===== src/rtl/lane_combiner_4a1.sv =====
// Captures a 4-lane frame and serializes it onto one byte lane, lane 0 first.
// LANE_COMBINER_SKIP_INVALID_EN: emit only valid lanes instead of idle fill.
module lane_combiner_4a1 #(
  parameter int                DATA_W   = 8,
  parameter logic [DATA_W-1:0] IDLE_SYM = 8'hBC
) (
  input  logic              clk,
  input  logic              reset,
  input  logic [DATA_W-1:0] data_in_0,
  input  logic [DATA_W-1:0] data_in_1,
  input  logic [DATA_W-1:0] data_in_2,
  input  logic [DATA_W-1:0] data_in_3,
  input  logic              valid_in_0,
  input  logic              valid_in_1,
  input  logic              valid_in_2,
  input  logic              valid_in_3,
  output logic              ready_out,
  output logic [DATA_W-1:0] data_out,
  output logic              valid_out,
  output logic [1:0]        lane_sel,
  output logic              frame_done
);

  typedef enum logic {S_IDLE, S_SEND} state_t;

  state_t            r_state;
  state_t            w_state_nxt;
  logic [1:0]        r_cnt;
  logic [1:0]        w_cnt_nxt;
  logic [DATA_W-1:0] r_data [4];
  logic [3:0]        r_valid;
  logic [3:0]        w_vin;
  logic [1:0]        w_first;
  logic [1:0]        w_next;
  logic              w_last;
  logic              w_cap;

  assign w_vin = {valid_in_3, valid_in_2, valid_in_1, valid_in_0};

`ifdef LANE_COMBINER_SKIP_INVALID_EN
  logic w_more;

  // Descending scans leave the lowest qualifying index selected.
  always_comb begin
    w_first = 2'd0;
    w_next  = r_cnt;
    w_more  = 1'b0;
    for (int i = 3; i >= 0; i--) begin
      if (w_vin[i]) w_first = 2'(i);
      if (r_valid[i] && (2'(i) > r_cnt)) begin
        w_next = 2'(i);
        w_more = 1'b1;
      end
    end
  end

  assign w_last = (r_state == S_SEND) && !w_more;
`else
  assign w_first = 2'd0;
  assign w_next  = r_cnt + 2'd1;
  assign w_last  = (r_state == S_SEND) && (r_cnt == 2'd3);
`endif

  assign ready_out = (r_state == S_IDLE) || w_last;
  assign w_cap     = ready_out && (|w_vin);

  always_ff @(posedge clk or posedge reset) begin
    if (reset) begin
      r_state <= S_IDLE;
      r_cnt   <= 2'd0;
    end else begin
      r_state <= w_state_nxt;
      r_cnt   <= w_cnt_nxt;
    end
  end

  always_ff @(posedge clk or posedge reset) begin
    if (reset) begin
      r_valid <= 4'd0;
      for (int i = 0; i < 4; i++) r_data[i] <= '0;
    end else if (w_cap) begin
      r_valid   <= w_vin;
      r_data[0] <= data_in_0;
      r_data[1] <= data_in_1;
      r_data[2] <= data_in_2;
      r_data[3] <= data_in_3;
    end
  end

  // cnt only returns to 0 through reload or idle, never by 2-bit wrap.
  always_comb begin
    w_state_nxt = r_state;
    w_cnt_nxt   = r_cnt;
    if (w_cap) begin
      w_state_nxt = S_SEND;
      w_cnt_nxt   = w_first;
    end else if (r_state == S_SEND) begin
      if (w_last) begin
        w_state_nxt = S_IDLE;
        w_cnt_nxt   = 2'd0;
      end else begin
        w_cnt_nxt = w_next;
      end
    end
  end

  always_comb begin
    data_out   = IDLE_SYM;
    valid_out  = 1'b0;
    lane_sel   = 2'd0;
    frame_done = 1'b0;
    if (r_state == S_SEND) begin
      lane_sel   = r_cnt;
      valid_out  = r_valid[r_cnt];
      frame_done = w_last;
      if (r_valid[r_cnt]) data_out = r_data[r_cnt];
    end
  end

endmodule

===== config.mk =====
export PLATFORM = sky130hd
export DESIGN_NAME = lane_combiner_4a1
export DESIGN_NICKNAME = d
export VERILOG_FILES = /design/src/rtl/lane_combiner_4a1.sv
export SDC_FILE = /design/constraint.sdc
export NUM_CORES = 1
export LEC_CHECK = 0
export ABC_AREA = 1
export BUFFER_PORTS_ARGS = -buffer_cell sky130_fd_sc_hd__buf_2
export CAP_MARGIN = 30
export CELL_PAD_IN_SITES_DETAIL_PLACEMENT = 1
export CELL_PAD_IN_SITES_GLOBAL_PLACEMENT = 1
export CORE_MARGIN = 2
export CORE_UTILIZATION = 37
export CTS_CLUSTER_SIZE = 25
export DETAILED_ROUTE_END_ITERATION = 8
export PLACE_DENSITY_LB_ADDON = 0.12
export SLEW_MARGIN = 20
export SYNTH_ARGS = -nofsm -noshare
export SYNTH_HDL_FRONTEND = slang
export SYNTH_SLANG_ARGS = --single-unit

===== constraint.sdc =====
create_clock -name clk -period 1.6 [get_ports clk]
set_input_delay 0.32 -clock clk [delete_from_list [all_inputs] [get_ports clk]]
set_output_delay 0.32 -clock clk [all_outputs]
set_load 0.005 [all_outputs]

==> impl_results.md, run 1 <==
- DR WL met2: ~3.5 mm
- CP max-delay cell: dfrtp_2
- PortBufs: 50
- Status: complete, but fails checks
- Post-DP HPWL: 4.10 mm
- Die area: 0.00608 mm2
- Sw frac: 41.1%
- Clock buffer count from CTS: 5
- H-tree depth: 2
- CP bufs+invs: 3
- Post-synth top area share: 48.2%
- Adder-cell share of the synthesized area: 0.618%
- Top delay family on crit path: flip-flops
- # IOs: 51
- Crit path required time: 1.28 ns
- Pins Over Slew Limit: 0
- Standard-cell row count: 26
- Critical Path AT: 1.50 ns
- Synth Area in Simple Gates: about two fifths
- Endpoint class of the critical path: primary output
- Cells after synthesis: between 200 and 300
- Critical path's largest stage delay: 0.47 ns
- Clk_skew: 0.00196 ns
- Slew @ Worst Pin: between 0.5 and 0.6 ns
- Number of synthesized register bits: 39
- Synthesized area per cell: 7.33 um2
- Most frequent cell after synthesis: nand2_1
- Area of the core: 0.00520 mm2
- Final period utilization: 113%
- Top cell types by occurrence after synthesis: nand2_1, nand3_1, dfrtp_1
- Sequential fraction of design power: between 30% and 40%
- Vias in the first global route: 2068
- Most used cell, CP: nand2_1
- CTS Root Cell: clkbuf_8
- Clk pin slew, worst setup/hold paths: 0.08 ns
- Max cap viols: 0
- Compound-Gate Fraction of Synth Area: 0.927%
- Layout cells sized above 1: 33.7%
- Max Clk Rate: around 0.55 GHz
- Placed cells: 395
- Largest family of logic cells by synthesized area: simple AND/OR/NAND/NOR gates
- Final setup viols: 46
- Synth cell types: 20
- Top sig layer: met4
- Final Power: between 0.005 and 0.006 W
- RSZ-0062 raised after global routing: true
- DRC Markers: 0
- Xor and xnor area share after synthesis: 0%
- Crit-path cells: buf_6 -> nand2_1 -> nand3_1 -> nand2_1 -> inv_1 -> nor2_2 -> buf_2
- Largest net degree at the start of global routing: 40
- Post-synthesis sequential area ratio: 48.2%
- Final wirelength: around 6.7 mm
- Crit start category: flip-flop
- Top FF cell, synth: dfrtp_1
- Final layout net count: 382
- Ant. Diodes: 0
- Starting Density: 38.9%
- Comb power frac: 52.4%
- Area of the mapped netlist: 0.00202 mm2
- Rel. slew slack: between 60% and 70%
- Vias per inst: around 4.9
- CP Class: reg2out
- Clock insertion delay at the later pin of the skew report: 0.30 ns
- Drt wl/cell: 16.2 um
- Clk network pwr share: 15.7%
- GRT Total Usage: between 20% and 30%
- Routed via count: 2040
- PD cells: 1960 mW/mm2
- Leakage: 1.59 nW
- Top post-synthesis cells by area: dfrtp_1, nand2_1, nand3_1, inv_1, buf_6
- Final min period: 1.82 ns
- Die height: 78.0 um
- VDD IR max: 0.886 mV
- Failing checks: negative setup slack
- Max Fanout on Critical Path: 13
- Number of flops mapped to enable cells by yosys: 0
- Internal Power: 0.00330 W
- WL met3: 219 um
- Hold WC Path Type: in2async
- Die width: 78.0 um
- Non-filler cells, final: 414
- Gpl congestion: approximately 0.8
- P_sw: 0.00230 W
- DR pass1 iterations: 6
- CTS Sinks: 39
- Met1 wire length: 2.93 mm
- Final antenna-violating net count: 0
- Clk buf depth: 2
- Mux share of post-synthesis cell area: 0%
- Area Growth Syn to Fin: 41.5%
- GRT overflow: 0
- DR iter-0 viols: 98
- Largest area contributor in the netlist: dfrtp_1
- Final worst slack: -0.216 ns
- Syn_nets: 315
- Ys async rst share: between 90% and 100%
- Initial antenna violation count: 0
- Synth warn: 0
- Final hold violations: 0
- CTS tree: done
- First-pass GRT wire length: 10.1 mm
per-stage QoR:
stage	setup TNS [ns]	util [%]	cell area (um2)	worst slack (ns)	hold WS (ns)
6_report	-2.71	55.0	2860	-0.216	0.134
5_1_grt	-6.13	55.0	2860	-0.313	0.184
4_1_cts	-1.59	52.3	2720	-0.175	0.160
3_5_place_dp	0	46.1	2400	0.0134	0.459
3_3_place_gp	0	46.1	2400	0.0583	0.456
2_1_floorplan	0	-	2020	0.159	0.437
metal layers:
| metal | GRT usage [%] | vias to the layer above |
|---|---|---|
| li1 | - | 990 |
| met1 | 28.0 | 1000 |
| met2 | 36.1 | 43 |
| met3 | 4.30 | 7 |
| met4 | 5.26 | 0 |
| met5 | 0 | - |
cell families after synthesis:
group | count (synthesis)
compound gates | 3
fa+ha+maj | 1
buf+inv | 45
flops | 39
simple gates | 188
registers in the layout, summed over array words and instances (netlist names):
register / flops
r_cnt: 2
r_data: 32
r_valid: 4
r_state: 1
path summary, 6_finish.rpt:
kind | to | slack (ns) | depth (start not counted) | from
min reg2reg | r_data[21]$_DFFE_PP0P_ | 0.48 | 2 | r_data[21]$_DFFE_PP0P_
max | data_out[0] | -0.22 | 7 | r_cnt[0]$_DFFE_PP0P_
min | r_data[22]$_DFFE_PP0P_ | 0.13 | 3 | reset
min in group clk | r_data[1]$_DFFE_PP0P_ | 0.24 | 3 | data_in_3[1]
max reg2reg | r_valid[2]$_DFFE_PP0P_ | -0.06 | 7 | r_cnt[0]$_DFFE_PP0P_
max in group asynchronous | r_cnt[0]$_DFFE_PP0P_ | 1.09 | 3 | reset
what timing repair did:
| item | 4_1_cts | 5_1_grt |
|---|---|---|
| resized for setup | 39 | 4 |
| pin swaps | 7 | 0 |
| cloned | 1 | 6 |
| endpoints found under the hold margin | 0 | 0 |
| buffers inserted | 4 | 0 |
| hold buffers | 0 | 0 |
| endpoints found under the setup margin | 10 | 49 |
power groups by stage:
| stage | Sequential (W) | Combinational (W) | Clock (W) |
|---|---|---|---|
| 3_3_place_gp | 0.00175 | 0.00217 | 0 |
| 3_5_place_dp | 0.00177 | 0.00222 | 0 |
| 2_1_floorplan | 0.00166 | 0.00147 | 0 |
| 6_report | 0.00178 | 0.00294 | 0.000880 |
| 5_1_grt | 0.00184 | 0.00329 | 0.000936 |
| 4_1_cts | 0.00177 | 0.00272 | 0.000882 |
worst register-to-register path: stages, from the launching register on:
cell and delay (ns):
dfrtp_2 0.47, buf_4 0.17, ha_4 0.15, or2_4 0.23
buf_6 0.14, nand2_8 0.15, clkbuf_16 0.17, o21ai_0 0.07
cell type report:
| class | count | area [um2] |
|---|---|---|
| fill | 656 | 2340 |
| clock inverter | 2 | 35.0 |
| timing repair buffer | 76 | 611 |
| clock buffer | 6 | 82.6 |
| sequential | 39 | 978 |
| inverter | 29 | 111 |
| multi-input combinational | 192 | 958 |
| tap | 70 | 87.6 |
layout by cell type (no fill, tap or decap):
cell,count
o21ai_0,2
nand3_4,1
ha_4,1
buf_2,50
clkinv_1,1
a21oi_2,1
dfrtp_1,37
nor2_2,4
inv_4,1
nand4_1,2
nand2_4,3
buf_6,10
buf_4,8
clkinv_2,1
clkbuf_8,6
nand3_2,10
inv_1,26
nand2_2,6
inv_2,1
nand2_1,113
dfrtp_2,2
buf_12,3
or2_4,1
nand2_8,1
buf_16,1
clkbuf_16,4
nand3_1,47
bufinv_16,1
Power figures use the tool's default switching activity.
==> inputs of run 2 (changes only) <==
--- a/config.mk
+++ b/config.mk
@@ -15,6 +15,7 @@
 export CTS_CLUSTER_SIZE = 25
 export DETAILED_ROUTE_END_ITERATION = 8
 export PLACE_DENSITY_LB_ADDON = 0.12
+export RECOVER_POWER = 25
 export SLEW_MARGIN = 20
 export SYNTH_ARGS = -nofsm -noshare
 export SYNTH_HDL_FRONTEND = slang
==> run 2 against run 1 <==
The run still ends with negative setup slack left; fmax is the same; non-clock buffer count did not move; clock-buffer cell count did not move; clock power is essentially flat; global-route usage is the same.
==> impl_results.md, run 2 (synthesis gave the netlist of run 1 again) <==
- Status: complete, but fails checks
- Failing checks: negative setup slack
- Final setup viols: 46
- Largest net degree at the start of global routing: 40
- Pins Over Slew Limit: 0
- Met3 Usage GRT: 4.30%
- Gpl congestion: about 0.8
- H-tree depth: 2
- DR iter-0 viols: 98
- Final period utilization: 113%
- Commonest cells after routing, fill and taps aside: nand2_1, buf_2, nand3_1
- Die area: 0.00608 mm2
- Largest regs: r_data: 32 flops, r_valid: 4 flops, r_cnt: 2 flops
- Crit path required time: 1.28 ns
- First-pass GRT wire length: 10.1 mm
- CP Class: reg2out
- Critical path's largest stage delay: 0.47 ns
- DRC Markers: 0
- Hold_buf cts: 0
- Die width: 78.0 um
- Final layout net count: 382
- Comb power frac: a little over half
- Met2 GRT Util: roughly 36%
- Sw frac: 41.1%
- Max cap viols: 0
- Final antenna-violating net count: 0
- PD cells: 1960 mW/mm2
- Ant. Diodes: 0
- P_sw: 0.00230 W
- Vias per inst: about 4.9
- Final worst slack: -0.216 ns
- Top delay family on crit path: flip-flops
- Crit-path cells: buf_6 -> nand2_1 -> nand3_1 -> nand2_1 -> inv_1 -> nor2_2 -> buf_2
- Leakage: 1.59 nW
- Clk buf depth: 2
- CTS Root Cell: clkbuf_8
- Slew @ Worst Pin: between 1 and 1.5 ns
- Stages on the worst setup path: 7
- Starting Density: 38.9%
- Final wirelength: 6.72 mm
- Standard-cell row count: 26
- Layout cells sized above 1: 33.7%
- Area Growth Syn to Fin: 41.3%
- CTS Sinks: 39
- Critical Path AT: 1.50 ns
- Global routing's busiest layer: met2
- Vias in the first global route: 2068
- Hold WC Path Type: in2reg
- Internal Power: 0.00330 W
- Rel. slew slack: 32.2%
- CP Capture Point: data_out[0]
- Sequential fraction of design power: between 30% and 40%
- Clock insertion delay at the later pin of the skew report: roughly 0.3 ns
- GRT overflow: 0
- Endpoint class of the critical path: primary output
- Max Clk Rate: approximately 0.55 GHz
- PortBufs: 50
- Worst r2r src: r_cnt[0]$_DFFE_PP0P_
- RR Endpoint: r_valid[2]$_DFFE_PP0P_
- GR Util met1: 28.0%
- Clock buffer count from CTS: 5
- Clk pin slew, worst setup/hold paths: roughly 0.080 ns
- CP bufs+invs: 3
- Routed via count: 2040
- Final hold violations: 0
- Setup TNS: -2.71 ns
- Initial antenna violation count: 0
- Commonest non-fill, non-tap cell in the layout: nand2_1
- Dpl ws: 0.0134 ns
- Crit. Startpoint: r_cnt[0]$_DFFE_PP0P_
- Clk_skew: 0.00196 ns
- GRT Total Usage: 21.3%
- Most used cell, CP: nand2_1
- Top reg by flops: r_data
- Clk network pwr share: about 16%
- Final min period: 1.82 ns
- VDD IR max: 0.886 mV
- # IOs: 51
- Die height: 78.0 um
- Area of the core: 0.00520 mm2
- FF-to-FF path depth: 7
- DR pass1 iterations: 6
- Post-DP HPWL: between 4 and 5 mm
- Max Fanout on Critical Path: 13
- CP max-delay cell: dfrtp_2
- Crit start category: flip-flop
- CTS tree: done
- Drt wl/cell: 16.2 um
- RSZ-0062 raised after global routing: true
- Worst reg-to-reg setup slack: -0.06 ns
- Max FFs per register: 32
==> run 2: cell count changes in the layout (fill, tap and decap cells not counted) <==
cell,change
clkbuf_2,+1
buf_4,-1
==> run 2: power groups by stage <==
stage	logic (W)	clock network, W	registers [W]
floorplan	0.00147	0	0.00166
global route	0.00329	0.000936	0.00184
detailed placement	0.00222	0	0.00177
global placement	0.00217	0	0.00175
finish	0.00294	0.000880	0.00178
CTS	0.00272	0.000882	0.00177
==> run 2: timing repair <==
action | CTS | global route
pin swaps | 7 | 0
gates cloned | 1 | 6
setup endpoints to repair | 10 | 49
gates resized for setup | 39 | 4
buffers inserted | 4 | 0
==> run 2: area by class of cell <==
class	count	area, um2
inverter	29	111
sequential	39	978
fill	656	2340
clock inverter	2	35.0
multi-input combinational	192	958
tap	70	87.6
timing repair buffer	76	608
clock buffer	6	82.6
==> run 2: worst min path at each step <==
stage / from / end / slack, ns / cells after the start
floorplan: valid_in_0 / r_valid[0]$_DFFE_PP0P_ / 0.44 / 2
global placement: r_data[6]$_DFFE_PP0P_ / r_data[6]$_DFFE_PP0P_ / 0.46 / 2
detailed placement: r_data[24]$_DFFE_PP0P_ / r_data[24]$_DFFE_PP0P_ / 0.46 / 2
CTS: reset / r_data[22]$_DFFE_PP0P_ / 0.16 / 3
global route: data_in_1[5] / r_data[21]$_DFFE_PP0P_ / 0.25 / 3
finish: data_in_3[1] / r_data[1]$_DFFE_PP0P_ / 0.24 / 3
==> run 2: per-stage QoR <==
step / total power [W] / std cells / area [um2] / util [%] / hold slack, ns
final: 0.00560 / 414 / 2860 / 55.0 / 0.242
after global routing: 0.00606 / 414 / 2860 / 55.0 / 0.249
after CTS: 0.00537 / 408 / 2720 / 52.3 / 0.160
after detailed placement: 0.00400 / 395 / 2400 / 46.1 / 0.459
after global placement: 0.00391 / 395 / 2400 / 46.1 / 0.456
after floorplan: 0.00313 / 276 / 2020 / - / 0.437
==> run 2: layer usage <==
layer | vias up | wire length, um
met5 | - | 0
met4 | 0 | 65
met3 | 7 | 219
met2 | 43 | 3500
met1 | 1000 | 2930
li1 | 990 | -
==> run 2: worst reg2reg max path, delay by kind of cell, from the launching register on <==
family          cells  cell delay (ns)
flops               1             0.47
compound gates      1             0.07
fa+ha+maj           1             0.15
simple gates        2             0.38
buf+inv             3             0.48
